<file path="src/rtl/multdiv_issue_ctrl.sv">
// Issue controller for the iterative mult/div units: latches operands, pulses start, stalls, writes back.
// Optional watchdog on the BUSY wait is enabled by defining MULTDIV_TIMEOUT_EN.
//
// state  | meaning
// IDLE   | waiting for issue_valid; stall follows issue_valid
// START  | operands latched, one-cycle ctrl_MULT/ctrl_DIV pulse
// BUSY   | waiting for data_resultRDY (or the watchdog)
// DONE   | stall released, writeback beat presented
module multdiv_issue_ctrl #(
  parameter int RSTATUS_REG    = 30,
  parameter int MUL_EXC_CODE   = 4,
  parameter int DIV_EXC_CODE   = 5,
  parameter int TIMEOUT_CYCLES = 40
) (
  input  logic        clock,
  input  logic        reset,
  input  logic        issue_valid,
  input  logic        issue_is_div,
  input  logic [31:0] issue_opA,
  input  logic [31:0] issue_opB,
  input  logic [4:0]  issue_rd,
  output logic [31:0] data_operandA,
  output logic [31:0] data_operandB,
  output logic        ctrl_MULT,
  output logic        ctrl_DIV,
  input  logic [31:0] data_result,
  input  logic        data_exception,
  input  logic        data_resultRDY,
  output logic        stall,
  output logic        wb_valid,
  output logic [4:0]  wb_rd,
  output logic [31:0] wb_data
);

  localparam logic [1:0] S_IDLE  = 2'd0;
  localparam logic [1:0] S_START = 2'd1;
  localparam logic [1:0] S_BUSY  = 2'd2;
  localparam logic [1:0] S_DONE  = 2'd3;

  // The watchdog count must fit the 6-bit counter.
  if (TIMEOUT_CYCLES < 1 || TIMEOUT_CYCLES > 64) begin : g_bad_timeout
    $error("TIMEOUT_CYCLES out of range for the 6-bit watchdog");
  end

  logic [1:0]  state_q;
  logic [31:0] op_a_q;
  logic [31:0] op_b_q;
  logic        is_div_q;
  logic [4:0]  rd_q;
  logic [4:0]  wb_rd_q;
  logic [31:0] wb_data_q;
  logic        wb_exc_q;
  logic        timeout_hit;
  logic [31:0] exc_code;

  assign exc_code = is_div_q ? 32'(DIV_EXC_CODE) : 32'(MUL_EXC_CODE);

`ifdef MULTDIV_TIMEOUT_EN
  localparam logic [5:0] TMO_LAST = 6'(TIMEOUT_CYCLES - 1);
  logic [5:0] tmo_cnt_q;

  // Fires on the BUSY edge that would bring the count to TIMEOUT_CYCLES.
  assign timeout_hit = (state_q == S_BUSY) && !data_resultRDY && (tmo_cnt_q == TMO_LAST);

  always_ff @(posedge clock) begin
    if (reset) begin
      tmo_cnt_q <= 6'd0;
    end else if (state_q == S_START) begin
      tmo_cnt_q <= 6'd0;
    end else if (state_q == S_BUSY && !data_resultRDY) begin
      tmo_cnt_q <= tmo_cnt_q + 6'd1;
    end
  end
`else
  assign timeout_hit = 1'b0;
`endif

  always_ff @(posedge clock) begin
    if (reset) begin
      state_q   <= S_IDLE;
      op_a_q    <= 32'd0;
      op_b_q    <= 32'd0;
      is_div_q  <= 1'b0;
      rd_q      <= 5'd0;
      wb_rd_q   <= 5'd0;
      wb_data_q <= 32'd0;
      wb_exc_q  <= 1'b0;
    end else begin
      case (state_q)
        S_IDLE: begin
          if (issue_valid) begin
            op_a_q   <= issue_opA;
            op_b_q   <= issue_opB;
            is_div_q <= issue_is_div;
            rd_q     <= issue_rd;
            state_q  <= S_START;
          end
        end
        S_START: state_q <= S_BUSY;
        S_BUSY: begin
          if (data_resultRDY && !data_exception) begin
            wb_rd_q   <= rd_q;
            wb_data_q <= data_result;
            wb_exc_q  <= 1'b0;
            state_q   <= S_DONE;
          end else if (data_resultRDY || timeout_hit) begin
            wb_rd_q   <= 5'(RSTATUS_REG);
            wb_data_q <= exc_code;
            wb_exc_q  <= 1'b1;
            state_q   <= S_DONE;
          end
        end
        S_DONE:  state_q <= S_IDLE;
        default: state_q <= S_IDLE;
      endcase
    end
  end

  assign data_operandA = op_a_q;
  assign data_operandB = op_b_q;
  assign ctrl_MULT     = (state_q == S_START) && !is_div_q;
  assign ctrl_DIV      = (state_q == S_START) && is_div_q;
  assign stall         = ((state_q == S_IDLE) && issue_valid) ||
                         (state_q == S_START) || (state_q == S_BUSY);
  // Normal writes to r0 are dropped; exception writes always go out.
  assign wb_valid      = (state_q == S_DONE) && (wb_exc_q || (wb_rd_q != 5'd0));
  assign wb_rd         = wb_rd_q;
  assign wb_data       = wb_data_q;

endmodule

</file>
<file path="config.mk">
export PLATFORM = sky130hd
export DESIGN_NAME = multdiv_issue_ctrl
export DESIGN_NICKNAME = d
export VERILOG_FILES = /design/src/rtl/multdiv_issue_ctrl.sv
export SDC_FILE = /design/constraint.sdc
export NUM_CORES = 1
export LEC_CHECK = 0
export CORE_MARGIN = 2
export CORE_UTILIZATION = 42
export DETAILED_ROUTE_END_ITERATION = 8
export PLACE_DENSITY = 0.86
export SYNTH_ARGS = -nofsm -noshare
export SYNTH_HDL_FRONTEND = slang
export SYNTH_SLANG_ARGS = --single-unit
</file>
<file path="constraint.sdc">
create_clock -name clock -period 3.35 [get_ports clock]
set_input_delay 0.67 -clock clock [delete_from_list [all_inputs] [get_ports clock]]
set_output_delay 0.67 -clock clock [all_outputs]
set_load 0.05 [all_outputs]
</file>
# After elaboration in Yosys (flattened, before gate mapping)
# Index checks and enable logic that the tools add are counted.
[op_classes] reduce_logical=16 n_eq_ne=5 mux=11
[op_table] op="two-way mux 32 bit" n=2
[op_table] op="two-way mux 5 bit" n=2
[op_table] op="one-hot mux 2 bit (4 select lines)" n=1
[op_table] op="two-way mux 2 bit" n=3
[op_table] op="AND reduction 2 bit" n=3
[op_table] op="logical AND 1 bit" n=5
[op_table] op="nonzero test 5 bit" n=1
[op_table] op="== test 2 bit, second input constant" n=2
[op_table] op="logical OR 1 bit" n=3
[op_table] op="two-way mux 1 bit" n=3
[op_table] op="inequality test 3 bit, second input constant" n=1
[op_table] op="== test 2 x 1 -> 1 bit, second input constant" n=1
[op_table] op="zero test 1 bit" n=2
[op_table] op="zero test 2 bit" n=1
[op_table] op="inequality test 2 bit, second input constant" n=1
[op_table] op="nonzero test 2 bit" n=1
[totals] inputBits=107 reg_bits=110 out_inout_bits=105 word_cells=40

# Depth between registers and ports, before layout
# Gate-level depths: netlist of the first run.
[logic_depth] depth_word=4 depth_mapped=7 ltp_nobuf=5

# Worst setup path before layout of the first run
# OpenSTA, ideal clock, no wires.
[synth_path] path_type="input-to-output" from="in issue_valid" to="out stall" arrival_time_ns=1.445 stages=3 slack_ns=1.235 path_cell_list="and2_1 > buf_2 > or3_1"
[synth_between] elab_chain_len=3
[synth_lines] item="start: declaration" line="17" text="input logic issue_valid,"
[synth_lines] item="logical AND 1 bit" line="123" text="assign stall = ((state_q == S_IDLE) && issue_valid) ||"
[synth_lines] item="logical OR 1 bit" line="123"
[synth_lines] item="logical OR 1 bit" line="124" text="(state_q == S_START) || (state_q == S_BUSY);"
[synth_lines] item="end: declaration" line="29" text="output logic stall,"
# No other way between the ends.

# Worst setup path in the final report of the first run
[layout_path] from="reg wb_exc_q" to="out wb_valid"
[layout_between] elab_chain_len=2
[layout_lines] item="start: declaration" line="52" text="logic wb_exc_q;"
[layout_lines] item="start signal: assignment" line="87" text="wb_exc_q <= 1'b0;"
[layout_lines] item="start signal: assignment" line="104" text="wb_exc_q <= 1'b0;"
[layout_lines] item="start signal: assignment" line="109" text="wb_exc_q <= 1'b1;"
[layout_lines] item="logical OR 1 bit" line="126" text="assign wb_valid = (state_q == S_DONE) && (wb_exc_q || (wb_rd_q != 5'd0));"
[layout_lines] item="logical AND 1 bit" line="126"
[layout_lines] item="end: declaration" line="30" text="output logic wb_valid,"
# No other way between the ends.

==> results.ini, run 1 <==
[floorplanning]
io_pins = 212
die_y_um = 102
fp.dieW_um = 102
start_util = 0.435
core-area_um2 = 9280
core.rowCount = 35
dieArea_um2 = 10400

[final_layout]
regArea_um2 = 2200
finalInstanceArea_um2 = 6400
final_nets = 798
nFillCells = 737
area_delta_synth_final_pct = 58.4
n_antenna_cell = 0
final_layout_size_suffix_gt1_frac = 0.0376
multi_input_area_um2 = 1650

[grt]
grt_pass1_vias = 3878
grt_first_pass_wirelength_um = 18400
grtUsageTotal = 0.220
antenna_found_initial = 0
grt_max_degree = 76
grt_overflow = 0

[cts]
path_clk_slew_ns = 0.10
cts-buffers-inserted = 9
cts_hold_buf = 0
clk_path_buf_depth = 2
post_cts_resized = 0
post_cts.repair.setup_buffers = 0
clock-sinks = 110
cts_tree = yes
clk_latency_ns = 0.36
htreeDepth = 3
cts_root_buf = clkbuf_8

[timing]
rsz0062_at_grt = no
tightestPinTransition_ns = 1.12
finalSetupViolCount = 0
min_period_ns = 2.82
fin_worst_skew_ns = 0.00867
timing.final.crit_share = 0.843
hold_viol = 0
setup_tns_ns = 0
max_freq_ghz = 0.354
slew_viol_final = 0
maxSlewHeadroom = 0.250

[route]
wl_per_cell_um = 14.2
vias = 3963
routed_wirelength_um = 11700
viasPerCell = 4.83
drtIter0Drc = 158
dr.pass1.iters = 4
drc = 0
ant_nets = 0

[pwr]
power.leakage_uw = 0.00228
p_int_uw = 2520
finalPower_uw = 4270
pwr-share-seq = 0.380
clockPowerShare = 0.191
swShare = 0.411
p_sw_uw = 1750
p_per_area_nw_per_um2 = 667
peakVddDrop_mv = 0.391
combinationalPowerShare = 0.430

[setup_path]
startpoint = wb_exc_q$_SDFFE_PP0P_
worstPathMaxFanout = 2
cp-start-kind = register
cp-end-kind = output pin
crit_arrival_ns = 2.15
critPathRequiredTime_ns = 2.68
path_class = register to output pin
r2r_start = state_q[0]$_SDFFE_PP0P_

[min_path]
holdCritStartpoint = wb_data[12]$_SDFFE_PP0P_
hold_class = register to register

[yosys]
async_reset_ff_frac = 0
synth.distinct_cells = 21
synth_most_common_cell = nand2_1
ys_top_cells_by_area = dfxtp_1 54%, nand2_1 16%, a21oi_1 13%
synth_top_area_cell = dfxtp_1
syn_avg_cell_area_um2 = 8.13
netlist.area_leader.share = 0.545
synth_edf_count = 0
yosysWarnings = 0
ys_seq_area_frac = 0.545
netlist_area_um2 = 4040
synth_flop_cell = dfxtp_1
synthCells = 497
ys_top_cells_by_count = 177 x nand2_1, 110 x dfxtp_1, 104 x a21oi_1
yosys_register_bits = 110
synth_nets = 609

[status]
outcome = finished clean

[placed_design]
port_buffers = 211
dpl_cell_area_um2 = 6200
gp_congestion = 0.782
dp_hpwl_um = 8240

[flow_run]
cap_violations = 0

[logic make-up after synthesis]
logic type | share of synthesized area
and+or+nand+nor | 0.252
DFF | 0.545
AOI/OAI and AO/OA | 0.135
buffers and inverters | 0.0483
adders and majority gates | 0.0155
muxes | 0.00495
[cell usage in the layout, fill, tap and decap left out, types with 2 or more instances in the layout]
master | netlist | final
a21oi_1 | 104 | 104
and2_2 | 1 | 2
buf_12 | 0 | 2
buf_4 | 0 | 5
clkbuf_8 | 0 | 10
clkdlybuf4s50_1 | 0 | 209
clkinv_4 | 0 | 2
dfxtp_1 | 110 | 110
ha_1 | 5 | 5
inv_1 | 4 | 4
mux2i_1 | 2 | 2
nand2_1 | 177 | 176
nand3b_1 | 31 | 31
nor2_1 | 5 | 5
nor2b_1 | 2 | 2
nor3_1 | 10 | 10
or3_1 | 2 | 2
[worst paths after layout]
kind | endpoint | slack [ns] | cells past startpoint
worst max-delay path | wb_valid | 0.53 | 3
worst min register to register | wb_data[12]$_SDFFE_PP0P_ | 0.46 | 2
worst min-delay path | wb_data[12]$_SDFFE_PP0P_ | 0.46 | 2
worst max register to register | wb_data[23]$_SDFFE_PP0P_ | 1.38 | 6
[per-stage QoR]
stage,hold WS (ns),instances,setup WS (ns),utilization
after floorplan,0.431,497,1.24,-
after global placement,0.436,804,0.846,0.668
after detailed placement,0.445,804,0.840,0.668
after CTS,0.457,820,0.501,0.690
after global routing,0.478,820,0.430,0.690
final,0.457,820,0.526,0.690
[power by group through the flow]
stage | logic (µW) | registers (µW) | clock network (µW)
floorplan | 558 | 2270 | 0
global placement | 1810 | 1640 | 0
detailed placement | 1840 | 1650 | 0
CTS | 1840 | 1620 | 835
global route | 1960 | 1650 | 893
finish | 1830 | 1620 | 815
[layout make-up]
class / count / area share
clock buffer: 10 / 0.0215
clock inverter: 6 / 0.0107
inverter: 4 / 0.00234
multi-input combinational: 345 / 0.258
sequential: 110 / 0.344
tap: 129 / 0.0252
timing repair buffer: 216 / 0.339
[metal layers]
layer	up-vias	share of wire	track usage	routed length, µm
li1	1996	-	-	-
met1	1799	0.40	0.263	4720
met2	144	0.50	0.381	5800
met3	24	0.071	0.0479	826
met4	0	0.027	0.0985	318
met5	-	0	0	0
[sequential cells by signal, indices dropped and copies added, names as in the netlist]
signal and flops:
data_operandB 32, rd_q 5, is_div_q 1, wb_data 32
wb_exc_q 1, state_q 2, wb_rd 5, data_operandA 32
[critical path: stages, from the launching register on]
cell and delay, ns:
dfxtp_1 0.32, or4_1 0.52, o31a_1 0.25, clkdlybuf4s50_1 0.71
Power figures use the tool's default switching activity.
==> run 2, diff against run 1 <==
CORE_UTILIZATION = 35   (was 42)
PLACE_DENSITY = 0.76   (was 0.86)
clock period = 2.4 ns   (was 3.35 ns; I/O delays follow)
==> run 2 against run 1 <==
Non-clock buffer count is 6 higher; highest routed layer unchanged; count of clock-buffer cells in the layout is 4 higher; sequential cell count did not move; wire length up 0.77%; sequential share of layout area shrank 0.63 points.
==> results.ini, run 2 (synthesis results as in run 1) <==
[status]
outcome = finished clean

[floorplanning]
dieArea_um2 = 12400
fp.dieW_um = 111
core-area_um2 = 11300
die_y_um = 111
io_pins = 212
start_util = 0.357
core.rowCount = 39

[setup_path]
cp-start-kind = register
cp-end-kind = output pin
r2r_start = state_q[0]$_SDFFE_PP0P_
cp_cell_sequence = inv_1, ha_1, and2_2, or3_1, buf_12
path_class = register to output pin
crit_arrival_ns = 1.78
worstPathMaxFanout = 4
rr_worst_depth = 6
rrSetupSlack_ns = 0.65
crit_slowest_cell = dfxtp_1
reg2reg_to = data_operandB[12]$_SDFFE_PP0P_
crit_path_max_incr_delay_ns = 0.38
critPathRequiredTime_ns = 1.92

[route]
wl_per_cell_um = 14.0
viasPerCell = 4.81
routed_wirelength_um = 11800
vias = 4036
dr.pass1.iters = 4
drc = 0
drtIter0Drc = 169
ant_nets = 0

[timing]
fin_worst_skew_ns = 0.00368
max_freq_ghz = 0.442
rsz0062_at_grt = no
worst_slack_ns = 0.138
tightestPinTransition_ns = 0.709
maxSlewHeadroom = 0.528
timing.final.crit_share = 0.942
min_period_ns = 2.26
setup_tns_ns = 0
hold_viol = 0
slew_viol_final = 0
finalSetupViolCount = 0

[final_layout]
nFillCells = 998
mostFrequentLayoutCells = 206 x clkdlybuf4s50_1, 176 x nand2_1, 110 x dfxtp_1
final_nets = 804
area_delta_synth_final_pct = 61.4
final_layout_size_suffix_gt1_frac = 0.0431
final_common_cell = clkdlybuf4s50_1
n_antenna_cell = 0
finalInstanceArea_um2 = 6520

[grt]
grt_max_degree = 71
grt_first_pass_wirelength_um = 19400
grtUsageTotal = 0.190
antenna_found_initial = 0
grt_overflow = 0
grt_pass1_vias = 4039

[placed_design]
gp_congestion = 0.804
port_buffers = 211
post-place-ws_ns = 0.257
dp_hpwl_um = 8400
dpl_cell_area_um2 = 6240

[pwr]
power.leakage_uw = 0.00235
p_per_area_nw_per_um2 = 958
clockPowerShare = 0.230
swShare = 0.388
p_sw_uw = 2420
combinationalPowerShare = 0.408
p_int_uw = 3830
peakVddDrop_mv = 0.528
pwr-share-seq = 0.362

[cts]
cts_root_buf = clkbuf_16
post_cts_resized = 0
clk_latency_ns = 0.34
cts_tree = yes
clock-sinks = 110
clk_path_buf_depth = 2
cts_hold_buf = 0
htreeDepth = 3
path_clk_slew_ns = 0.06
post_cts.repair.setup_buffers = 0
cts-buffers-inserted = 9

[min_path]
whs_endpoint = wb_data[21]$_SDFFE_PP0P_
hold_class = register to register
holdCritStartpoint = wb_data[21]$_SDFFE_PP0P_
hold_depth = 2

[flow_run]
cap_violations = 0

run 2: cell types whose count changed in the layout (fill, tap and decap cells not counted), sizes merged:
cell,before,now
clkdlybuf4s50,209,206
clkbuf,10,14
inv,5,4
buf,7,16
clkinv,3,0
clkinvlp,1,0
run 2: worst max-delay path, delay by kind of cell (launching register included):
family | cells | cell delay, ns
buffers and inverters | 2 | 0.26
DFF | 1 | 0.38
and+or+nand+nor | 2 | 0.56
adders and majority gates | 1 | 0.23
run 2: metrics by stage:
step                      power [µW]   util  cells  hold slack [ns]
after floorplan                 3940      -    497            0.431
after CTS                       6330  0.576    839            0.452
final                           6250  0.576    839            0.449
after detailed placement        4870  0.551    824            0.442
after global routing            6580  0.576    839            0.466
after global placement          4810  0.551    824            0.437
run 2: how the worst max path moves through the flow:
stage	slack, ns	depth (start not counted)	startpoint	end
floorplan	0.48	5	state_q[0]$_SDFFE_PP0P_	stall
global placement	0.27	4	issue_valid	stall
detailed placement	0.26	4	issue_valid	stall
CTS	0.11	5	state_q[0]$_SDFFE_PP0P_	stall
global route	0.04	5	state_q[0]$_SDFFE_PP0P_	stall
finish	0.14	5	state_q[0]$_SDFFE_PP0P_	stall
run 2: routing by layer:
metal / global-route usage / up-vias / part of all wire
met5: 0 / - / 0
met4: 0.0872 / 0 / 0.029
met3: 0.0512 / 27 / 0.076
met2: 0.319 / 155 / 0.47
met1: 0.227 / 1842 / 0.42
li1: - / 2012 / -
run 2: power groups by stage:
stage                     logic (µW)  clock network [µW]  registers, µW
after floorplan                  779                   0           3160
after global placement          2520                   0           2290
after detailed placement        2560                   0           2310
after CTS                       2570                1490           2270
after global routing            2710                1570           2300
final                           2550                1440           2260
run 2: cell type report:
class,instances,area (µm²),area share
Clock buffer,14,254,0.0389
Clock inverter,1,30.0,0.00460
Inverter,4,15.0,0.00230
Multi-Input combinational cell,345,1650,0.253
Sequential cell,110,2200,0.338
Tap cell,143,179,0.0274
Timing Repair Buffer,222,2190,0.336
